### src/rtl/lap_stopwatch_if.sv
// ---------------------------------------------------------------------------
// lap_stopwatch_if
//   Valid/ready readout channel of the lap-capture FIFO.
//
//   lap_valid : FIFO holds at least one entry (driven by the stopwatch)
//   lap_data  : show-ahead FIFO head (driven by the stopwatch)
//   lap_ready : consumer accepts the head when lap_valid is high
//
//   master : stopwatch side (produces entries)
//   slave  : consumer side (pops entries)
// ---------------------------------------------------------------------------
interface lap_stopwatch_if #(
    parameter int DATA_WIDTH = 16
) ();
    logic                  lap_valid;
    logic [DATA_WIDTH-1:0] lap_data;
    logic                  lap_ready;

    modport master (
        output lap_valid,
        output lap_data,
        input  lap_ready
    );

    modport slave (
        input  lap_valid,
        input  lap_data,
        output lap_ready
    );
endinterface

### src/rtl/lap_stopwatch.sv
// ---------------------------------------------------------------------------
// lap_stopwatch
//   Stopwatch/timer with runtime terminal value, up/down counting, wrap or
//   one-shot halt at the terminal value, a clock prescaler and a lap-capture
//   FIFO read out over a valid/ready channel.
//
//   clk          : clock, all state on rising edge
//   reset        : synchronous, active-high
//   start / stop : begin-resume / pause counting (stop wins over start)
//   clear        : soft clear of count, prescaler, FSM, done and lap FIFO
//   dir          : 0 = up, 1 = down
//   wrap_en      : 1 = wrap at terminal, 0 = halt at terminal
//   max_val      : terminal / reload value, sampled every cycle
//   count        : current count (registered)
//   running      : FSM in RUN (registered)
//   done         : one-cycle pulse after a step that hit the terminal value
//   lap          : push the registered count into the lap FIFO
//   lap_overflow : sticky, a lap was dropped because the FIFO was full
//   lap_if       : FIFO readout (lap_valid / lap_data / lap_ready)
// ---------------------------------------------------------------------------
module lap_stopwatch #(
    parameter int DATA_WIDTH = 16,
    parameter int PRESCALE   = 1,
    parameter int LAPS       = 4
) (
    input  logic                  clk,
    input  logic                  reset,
    input  logic                  start,
    input  logic                  stop,
    input  logic                  clear,
    input  logic                  dir,
    input  logic                  wrap_en,
    input  logic [DATA_WIDTH-1:0] max_val,
    output logic [DATA_WIDTH-1:0] count,
    output logic                  running,
    output logic                  done,
    input  logic                  lap,
    output logic                  lap_overflow,
    lap_stopwatch_if.master       lap_if
);

    localparam int PRE_W = (PRESCALE > 1) ? $clog2(PRESCALE) : 1;
    localparam int PTR_W = (LAPS > 1) ? $clog2(LAPS) : 1;
    localparam int CNT_W = $clog2(LAPS + 1);

    localparam logic [PRE_W-1:0]      PRE_LAST  = PRE_W'(PRESCALE - 1);
    localparam logic [PRE_W-1:0]      PRE_ONE   = PRE_W'(1);
    localparam logic [PTR_W-1:0]      PTR_LAST  = PTR_W'(LAPS - 1);
    localparam logic [PTR_W-1:0]      PTR_ONE   = PTR_W'(1);
    localparam logic [CNT_W-1:0]      FILL_FULL = CNT_W'(LAPS);
    localparam logic [CNT_W-1:0]      FILL_ONE  = CNT_W'(1);
    localparam logic [DATA_WIDTH-1:0] CNT_ONE   = DATA_WIDTH'(1);

    typedef enum logic [1:0] {
        IDLE   = 2'd0,
        RUN    = 2'd1,
        PAUSED = 2'd2
    } state_t;

    state_t                state_q, state_d;
    logic [PRE_W-1:0]      pre_q, pre_d;
    logic [DATA_WIDTH-1:0] count_q, count_d;
    logic                  done_q, done_d;
    logic                  ovf_q, ovf_d;
    logic [PTR_W-1:0]      rd_ptr_q, rd_ptr_d;
    logic [PTR_W-1:0]      wr_ptr_q, wr_ptr_d;
    logic [CNT_W-1:0]      fill_q, fill_d;
    logic [DATA_WIDTH-1:0] mem_q [LAPS];

    logic active, step, terminal, hit_term, halt;
    logic fifo_valid, fifo_full, push_req, push, pop;

    // Next count for one step; terminal handling (wrap or hold) lives here.
    function automatic logic [DATA_WIDTH-1:0] step_value(
        input logic [DATA_WIDTH-1:0] cur,
        input logic [DATA_WIDTH-1:0] lim,
        input logic                  down,
        input logic                  wrap
    );
        if (!down) begin
            // >= rather than == so a max_val lowered below count still terminates
            if (cur >= lim) return wrap ? '0 : cur;
            return cur + CNT_ONE;
        end
        if (cur == '0) return wrap ? lim : cur;
        return cur - CNT_ONE;
    endfunction

    // Circular pointer advance; LAPS need not be a power of two.
    function automatic logic [PTR_W-1:0] ptr_inc(input logic [PTR_W-1:0] p);
        return (p == PTR_LAST) ? '0 : p + PTR_ONE;
    endfunction

    // ---- counting datapath: prescaler and count step ----
    always_comb begin
        // The start cycle itself counts as active, so PRESCALE=1 steps on it.
        active   = ((state_q == RUN) || start) && !stop && !clear;
        step     = active && (pre_q == PRE_LAST);
        terminal = dir ? (count_q == '0) : (count_q >= max_val);
        hit_term = step && terminal;
        halt     = hit_term && !wrap_en;
        done_d   = hit_term;

        pre_d = pre_q;
        if (clear)       pre_d = '0;
        else if (active) pre_d = step ? '0 : pre_q + PRE_ONE;

        count_d = count_q;
        if (clear)     count_d = dir ? max_val : '0;
        else if (step) count_d = step_value(count_q, max_val, dir, wrap_en);
    end

    // ---- lap FIFO control ----
    always_comb begin
        fifo_valid = (fill_q != '0);
        fifo_full  = (fill_q == FILL_FULL);
        push_req   = lap && !clear;
        pop        = fifo_valid && lap_if.lap_ready && !clear;
        // A pop in the same cycle frees the slot a full FIFO needs.
        push       = push_req && (!fifo_full || pop);

        rd_ptr_d = rd_ptr_q;
        wr_ptr_d = wr_ptr_q;
        fill_d   = fill_q;
        ovf_d    = ovf_q;
        if (clear) begin
            rd_ptr_d = '0;
            wr_ptr_d = '0;
            fill_d   = '0;
            ovf_d    = 1'b0;
        end else begin
            if (pop)  rd_ptr_d = ptr_inc(rd_ptr_q);
            if (push) wr_ptr_d = ptr_inc(wr_ptr_q);
            if (push && !pop)      fill_d = fill_q + FILL_ONE;
            else if (pop && !push) fill_d = fill_q - FILL_ONE;
            if (push_req && !push) ovf_d = 1'b1;
        end
    end

    // ---- FSM next state ----
    always_comb begin
        state_d = state_q;
        if (clear) begin
            state_d = IDLE;
        end else if (stop) begin
            if (state_q == RUN) state_d = PAUSED;
        end else if (halt) begin
            // A halting step wins even on a start cycle.
            state_d = IDLE;
        end else if (start) begin
            state_d = RUN;
        end
    end

    // ---- state register ----
    always_ff @(posedge clk) begin
        if (reset) begin
            state_q  <= IDLE;
            pre_q    <= '0;
            count_q  <= '0;
            done_q   <= 1'b0;
            ovf_q    <= 1'b0;
            rd_ptr_q <= '0;
            wr_ptr_q <= '0;
            fill_q   <= '0;
        end else begin
            state_q  <= state_d;
            pre_q    <= pre_d;
            count_q  <= count_d;
            done_q   <= done_d;
            ovf_q    <= ovf_d;
            rd_ptr_q <= rd_ptr_d;
            wr_ptr_q <= wr_ptr_d;
            fill_q   <= fill_d;
        end
    end

    // Lap storage carries no reset; occupancy is tracked by fill_q.
    always_ff @(posedge clk) begin
        if (push) mem_q[wr_ptr_q] <= count_q;
    end

    // ---- outputs ----
    always_comb begin
        count            = count_q;
        running          = (state_q == RUN);
        done             = done_q;
        lap_overflow     = ovf_q;
        lap_if.lap_valid = fifo_valid;
        lap_if.lap_data  = mem_q[rd_ptr_q];
    end

endmodule

### src/flat_wrapper.sv
// flat-port wrapper written by rule: the top's interface ports become plain ports
module lap_stopwatch_flat 
#(
    parameter int DATA_WIDTH = 16,
    parameter int PRESCALE   = 1,
    parameter int LAPS       = 4
)
  (clk, reset, start, stop, clear, dir, wrap_en, max_val, count, running, done, lap, lap_overflow, lap_if_lap_valid, lap_if_lap_data, lap_if_lap_ready);
  lap_stopwatch_if #(.DATA_WIDTH(DATA_WIDTH)) lap_if_i ();
  input  logic clk;
  input  logic reset;
  input  logic start;
  input  logic stop;
  input  logic clear;
  input  logic dir;
  input  logic wrap_en;
  input  logic [DATA_WIDTH-1:0] max_val;
  output logic [DATA_WIDTH-1:0] count;
  output logic running;
  output logic done;
  input  logic lap;
  output logic lap_overflow;
  output wire logic [$bits(lap_if_i.lap_valid)-1:0] lap_if_lap_valid;
  output wire logic [$bits(lap_if_i.lap_data)-1:0] lap_if_lap_data;
  input wire logic [$bits(lap_if_i.lap_ready)-1:0] lap_if_lap_ready;
  assign lap_if_lap_valid = lap_if_i.lap_valid;
  assign lap_if_lap_data = lap_if_i.lap_data;
  assign lap_if_i.lap_ready = lap_if_lap_ready;
  lap_stopwatch #(.DATA_WIDTH(DATA_WIDTH), .PRESCALE(PRESCALE), .LAPS(LAPS)) u_core (.clk(clk), .reset(reset), .start(start), .stop(stop), .clear(clear), .dir(dir), .wrap_en(wrap_en), .max_val(max_val), .count(count), .running(running), .done(done), .lap(lap), .lap_overflow(lap_overflow), .lap_if(lap_if_i));
endmodule
### config.mk
export PLATFORM = sky130hd
export DESIGN_NAME = lap_stopwatch_flat
export DESIGN_NICKNAME = d
export VERILOG_FILES = /design/src/rtl/lap_stopwatch_if.sv /design/src/rtl/lap_stopwatch.sv /design/src/flat_wrapper.sv
export SDC_FILE = /design/constraint.sdc
export NUM_CORES = 1
export LEC_CHECK = 0
export ABC_AREA = 1
export BUFFER_PORTS_ARGS = -buffer_cell sky130_fd_sc_hd__buf_2
export CAP_MARGIN = 5
export CORE_ASPECT_RATIO = 0.6
export CORE_MARGIN = 3
export CORE_UTILIZATION = 63
export DETAILED_ROUTE_END_ITERATION = 10
export PLACE_DENSITY = 0.85
export SYNTH_ARGS = -nofsm -noshare
export SYNTH_HDL_FRONTEND = slang
export SYNTH_SLANG_ARGS = --single-unit
### constraint.sdc
create_clock -name clk -period 7 [get_ports clk]
set_input_delay 1.75 -clock clk [delete_from_list [all_inputs] [get_ports clk]]
set_output_delay 1.75 -clock clk [all_outputs]
set_load 0.01 [all_outputs]
* Yosys cells after proc, flatten, opt, wreduce, memory -nomap -nowiden
Memory sizes are Yosys's and may differ from the RTL's. A register that Yosys moved wholly into a read port is not among the register bits.
Index checks and enable logic that the tools add are counted.
W data, S select, Z words.
** Storage, ports and cells
- Register bits after elaboration :: 28
- RAM bits :: 64
- Word-level logic and storage cells :: 88
- Memories :: 1
** Operators by class
- $add $sub $neg :: 7
- Magnitude comparators :: 1
- Equal/unequal tests :: 6
- Multiplexer cells :: 36
- Bitwise gates (word level) :: 1
- Reductions and logical operators :: 28
** Memories
- u_core.mem_q :: depth 4, bits a word 16, rd ports 1, clocked after Yosys merged registers in 1, wr ports 1, RTL line lap_stopwatch.sv:68 : logic [DATA_WIDTH-1:0] mem_q [LAPS];
** Operators by type and width (count)
- $mux W16 :: 11
- $add A16 B1 Y16 const B :: 1
- $ge A16 B16 Y1 :: 1
- $logic_not A16 Y1 :: 1
- $mux W2 :: 8
- $sub A16 B1 Y16 const B :: 1
- $mux W1 :: 15
- $logic_and A1 B1 Y1 :: 12
- $logic_not A1 Y1 :: 6
- $mux W3 :: 2
- $reduce_bool A3 Y1 :: 2
- $ne A5 B4 Y1 const B :: 1
- $add A2 B1 Y2 const B :: 2
- $eq A2 B2 Y1 const B :: 2
- $reduce_and A2 Y1 :: 2
- $reduce_bool A2 Y1 :: 2
- $add A3 B1 Y3 const B :: 1
- $eq A3 B3 Y1 const B :: 1
- $sub A3 B1 Y3 const B :: 1
- $eq A2 B1 Y1 const B :: 1
- $logic_or A1 B1 Y1 :: 2
- $ne A2 B1 Y1 const B :: 1
- $reduce_or A2 Y1 :: 1
- $add A1 B1 Y1 const B :: 1
- $not A1 Y1 :: 1

* Logic depth before layout (Yosys ltp)
- Word-level depth :: 14
- Mapped depth :: 17
- Mapped depth without buffers :: 17

* Worst setup path after synthesis
No wires, ideal clock.
- Path kind :: input to register
- Start point :: input clear
- End point :: register u_core.fill_q[2]
- Setup time :: 0.070 ns
- Arrival time :: 3.450 ns
- Data required time :: 6.930 ns
- Setup slack :: 3.480 ns
- Stages :: 13
- Path buffers :: 1
- Cell sequence :: buf_2 > nor2_1 > inv_1 > nand3_1 > nand2_1 > inv_1 > ha_1 > inv_1 > fa_1 > o21ai_0 > a21o_1 > o21ai_0 > a21oi_1
** Between the ends
- Longest elaborated chain between the ends :: 7
- Elaborated cells on any way between the ends :: 12
- Those cells by class :: mux: 1; reduce/logical: 11
** Ends and longest elaborated chain
- from (decl) :: RTL line flat_wrapper.sv:14 : input logic clear;
- $logic_not A1 Y1 (*) :: RTL line lap_stopwatch.sv:117, lap_stopwatch.sv:118
- $logic_and A1 B1 Y1 :: RTL line lap_stopwatch.sv:118 : pop = fifo_valid && lap_if.lap_ready && !clear;
- $logic_or A1 B1 Y1 :: RTL line lap_stopwatch.sv:120 : push = push_req && (!fifo_full || pop);
- $logic_and A1 B1 Y1 (*) :: RTL line lap_stopwatch.sv:120
- net u_core.push :: RTL line lap_stopwatch.sv:71 : logic fifo_valid, fifo_full, push_req, push, pop;
- $logic_not A1 Y1 :: RTL line lap_stopwatch.sv:135 : else if (pop && !push) fill_d = fill_q - FILL_ONE;
- $logic_and A1 B1 Y1 :: RTL line lap_stopwatch.sv:135
- $reduce_bool A2 Y1 (no source line)
- to (signal assigned) :: RTL line lap_stopwatch.sv:174 : fill_q <= fill_d;
- to (decl) :: RTL line lap_stopwatch.sv:67 : logic [CNT_W-1:0] fill_q, fill_d;
The timed path passes the listed nets; every way through them passes the cells marked *.
A chain may end at the register's enable or synchronous reset.

==> reports/qor.csv <==
metric;value;unit
h-tree-depth;3;
p_leak;0.002640;uW
clkLatencyLatePin;0.34;ns
antenna_found_initial;0;
crit_family;buffers and inverters;
tightest_slew;0.9410;ns
cts_tree;done;
max_freq;0.2547;GHz
setup-violations-final;0;
power.density;239.9;nW/um2
yosys_warnings;0;
n_antenna_cell;0;
dp_hpwl;10850;um
maxCapViolCount;0;
wirelength;15390;um
holdWs;0.4491;ns
finalSetupTns;0;ns
route.met2.wl;6758;um
drt_drc_violations_left;0;
met1_length;6265;um
rsz0062_at_grt;no;
place_inst;796;
crit_required;5.25;ns
cts_sinks;94;
period_needed;3.926;ns
postCtsSetupBuffers;0;
netlist_instances;643;
holdCritStartpoint;u_core.pre_q$_SDFFE_PP0P_;
critPathKind;reg2out;
dp_slack;2.940;ns
fin_util;74.94;%
layoutNonFillerInstCount;812;
synth_top_family_by_area;simple AND/OR/NAND/NOR gates;
ios;61;
synthFlopType;edfxtp_1;
dieArea;9643;um2
setup_slack;3.074;ns
syn_area;5334;um2
cts_buffer_depth;2;
path_buf_inv;3;
worstPathArrival;2.18;ns
fin_skew;0.006497;ns
rows;25;
startpoint_type;flip-flop;
grt.total_usage;32.87;%
cts.clk_slew.worst_paths;0.07;ns
seq_area_frac_synth;47.29;%
cts_root_buf;clkbuf_16;
drive_gt1_share;15.34;%
syn_nets;693;
muxShareOfSynthArea;0;%
synth-async-reset-ratio;0;%
fin_nets;749;
dr_wl_met3;2153;um
drt_iter0_markers;629;
grt_pass1_vias;4845;
grt_max_degree;34;
io_buffers;60;
hold_viol;0;
synthTopCellsByArea;edfxtp_1 36%, dfxtp_1 11%, nand2_1 10%;
synthXorXnorAreaFrac;2.627;%
dr.pass1.iters;6;
yosys.area_share.adder;6.005;%
cp_slowest_cell;inv_1;
area_growth;12.95;%
drt-vias-per-instance;6.176;
grt_pass1_wl;24930;um
cp_slowest_stage_delay;0.72;ns
ctsHoldBuffers;0;
initial_core_util;66.35;%
maxSlewHeadroom;37.20;%
path_cells;buf_4 -> inv_1 -> o21ai_0 -> o22ai_1 -> buf_2;
ys_ff_latch;94;
dr.max_layer_used;met4;
die_h;77.28;um
r2r-start;u_core.count[9]$_SDFFE_PP0P_;
vias;5015;
grt.overflow.total;0;
yosysTopAreaCell;edfxtp_1;
ir_worst_vdd;0.0001766;V
min_path_type;reg2reg;
post_drt_wl_per_cell;18.96;um
end_kind;output port;
fin_crit_sh;56.09;%
cp_max_fo;33;
core-area;8039;um2
yosys.area_share.simple;24.16;%
avgSynthCellArea;8.295;um2
synth.distinct_cells;40;
gp_congestion;1.040;
status;finished clean;
die_w;124.8;um
synth_compound_area_share;12.90;%
ctsResizeCount;0;
slew_violations;0;
synth_top_area_share;36.03;%
cts_inserted_buffers;9;
drtAntennaViolNets;0;
synth_edf_count;64;
==> routing by layer <==
layer / track usage, % / up-vias
met5: 0 / -
met4: 7.330 / 0
met2: 50.32 / 378
li1: - / 2272
met1: 44.81 / 2334
met3: 12.32 / 31
==> placed cells by master (no fill, tap or decap), drive strengths merged, types with 3 or more instances in the layout <==
| master | instances |
|---|---|
| clkbuf | 11 |
| o22ai | 16 |
| o21ai | 49 |
| nor3 | 17 |
| a21oi | 44 |
| edfxtp | 64 |
| dfxtp | 30 |
| inv | 73 |
| nand2 | 149 |
| nand3 | 26 |
| xor2 | 16 |
| ha | 24 |
| o211ai | 3 |
| nor2 | 93 |
| nand4 | 8 |
| a22oi | 4 |
| buf | 64 |
==> flip-flops by register name (all words and copies together) (netlist names), named ones only <==
signal,cells
u_core.count,16
u_core.done,1
u_core.fill_q,3
u_core.lap_overflow,1
u_core.mem_q,64
u_core.pre_q,1
u_core.rd_ptr_q,2
u_core.state_q,2
u_core.wr_ptr_q,2
==> kinds of logic (layout without fill, tap and decap cells) <==
logic type               Yosys count  count (layout)
AND/OR/NAND/NOR                  295             295
AO/OA/AOI/OAI                    122             122
flip-flops                        94              94
buffers and inverters             91             152
adder cells (fa/ha/maj)           25              25
XOR/XNOR                          16              16
==> cell usage after synthesis (2+ instances only) <==
library cell	number
nand2_1	147
nor2_1	88
inv_1	65
edfxtp_1	64
o21ai_0	47
a21oi_1	38
dfxtp_1	30
ha_1	24
nand3_1	23
o22ai_1	16
xor2_1	16
nor3_1	15
clkbuf_1	9
a21oi_2	6
inv_2	6
nand4_1	6
buf_2	5
a22oi_1	4
nor2_4	4
buf_6	3
nand3_2	3
o211ai_1	3
nor3_4	2
o21a_1	2
o21ai_1	2
==> where the power goes <==
part,internal (uW),switching (uW)
combinational,89.7,180
clock,300,219
sequential,618,39.3
total,1010,438
==> worst paths after layout <==
check | to | slack [ns] | depth (start not counted)
worst max-delay path | lap_if_lap_data[4] | 3.07 | 5
worst min-delay path | u_core.pre_q$_SDFFE_PP0P_ | 0.45 | 2
worst max register to register | u_core.count[10]$_SDFFE_PP0P_ | 4.01 | 11
worst min register to register | u_core.pre_q$_SDFFE_PP0P_ | 0.45 | 2
==> stage by stage <==
stage	total power [uW]	area, um2
floorplan	836.1	5334
global route	1508	6025
global placement	912.9	5688
detailed placement	925.9	5708
finish	1446	6025
CTS	1440	6025
==> tightest hold or removal path, cell delays in order, from the launching register on <==
cell	delay, ns
dfxtp_1	0.30
inv_1	0.06
nor3_1	0.05
==> final cells by class <==
cell class / count / area [um2]
clock buffer: 11 / 252.7
clock inverter: 5 / 63.81
fill: 590 / 2014
inverter: 72 / 270.3
multi-input combinational: 458 / 2442
sequential: 94 / 2522
tap: 108 / 135.1
timing repair buffer: 64 / 337.8
No activity file was read; power rests on OpenSTA's default activity.
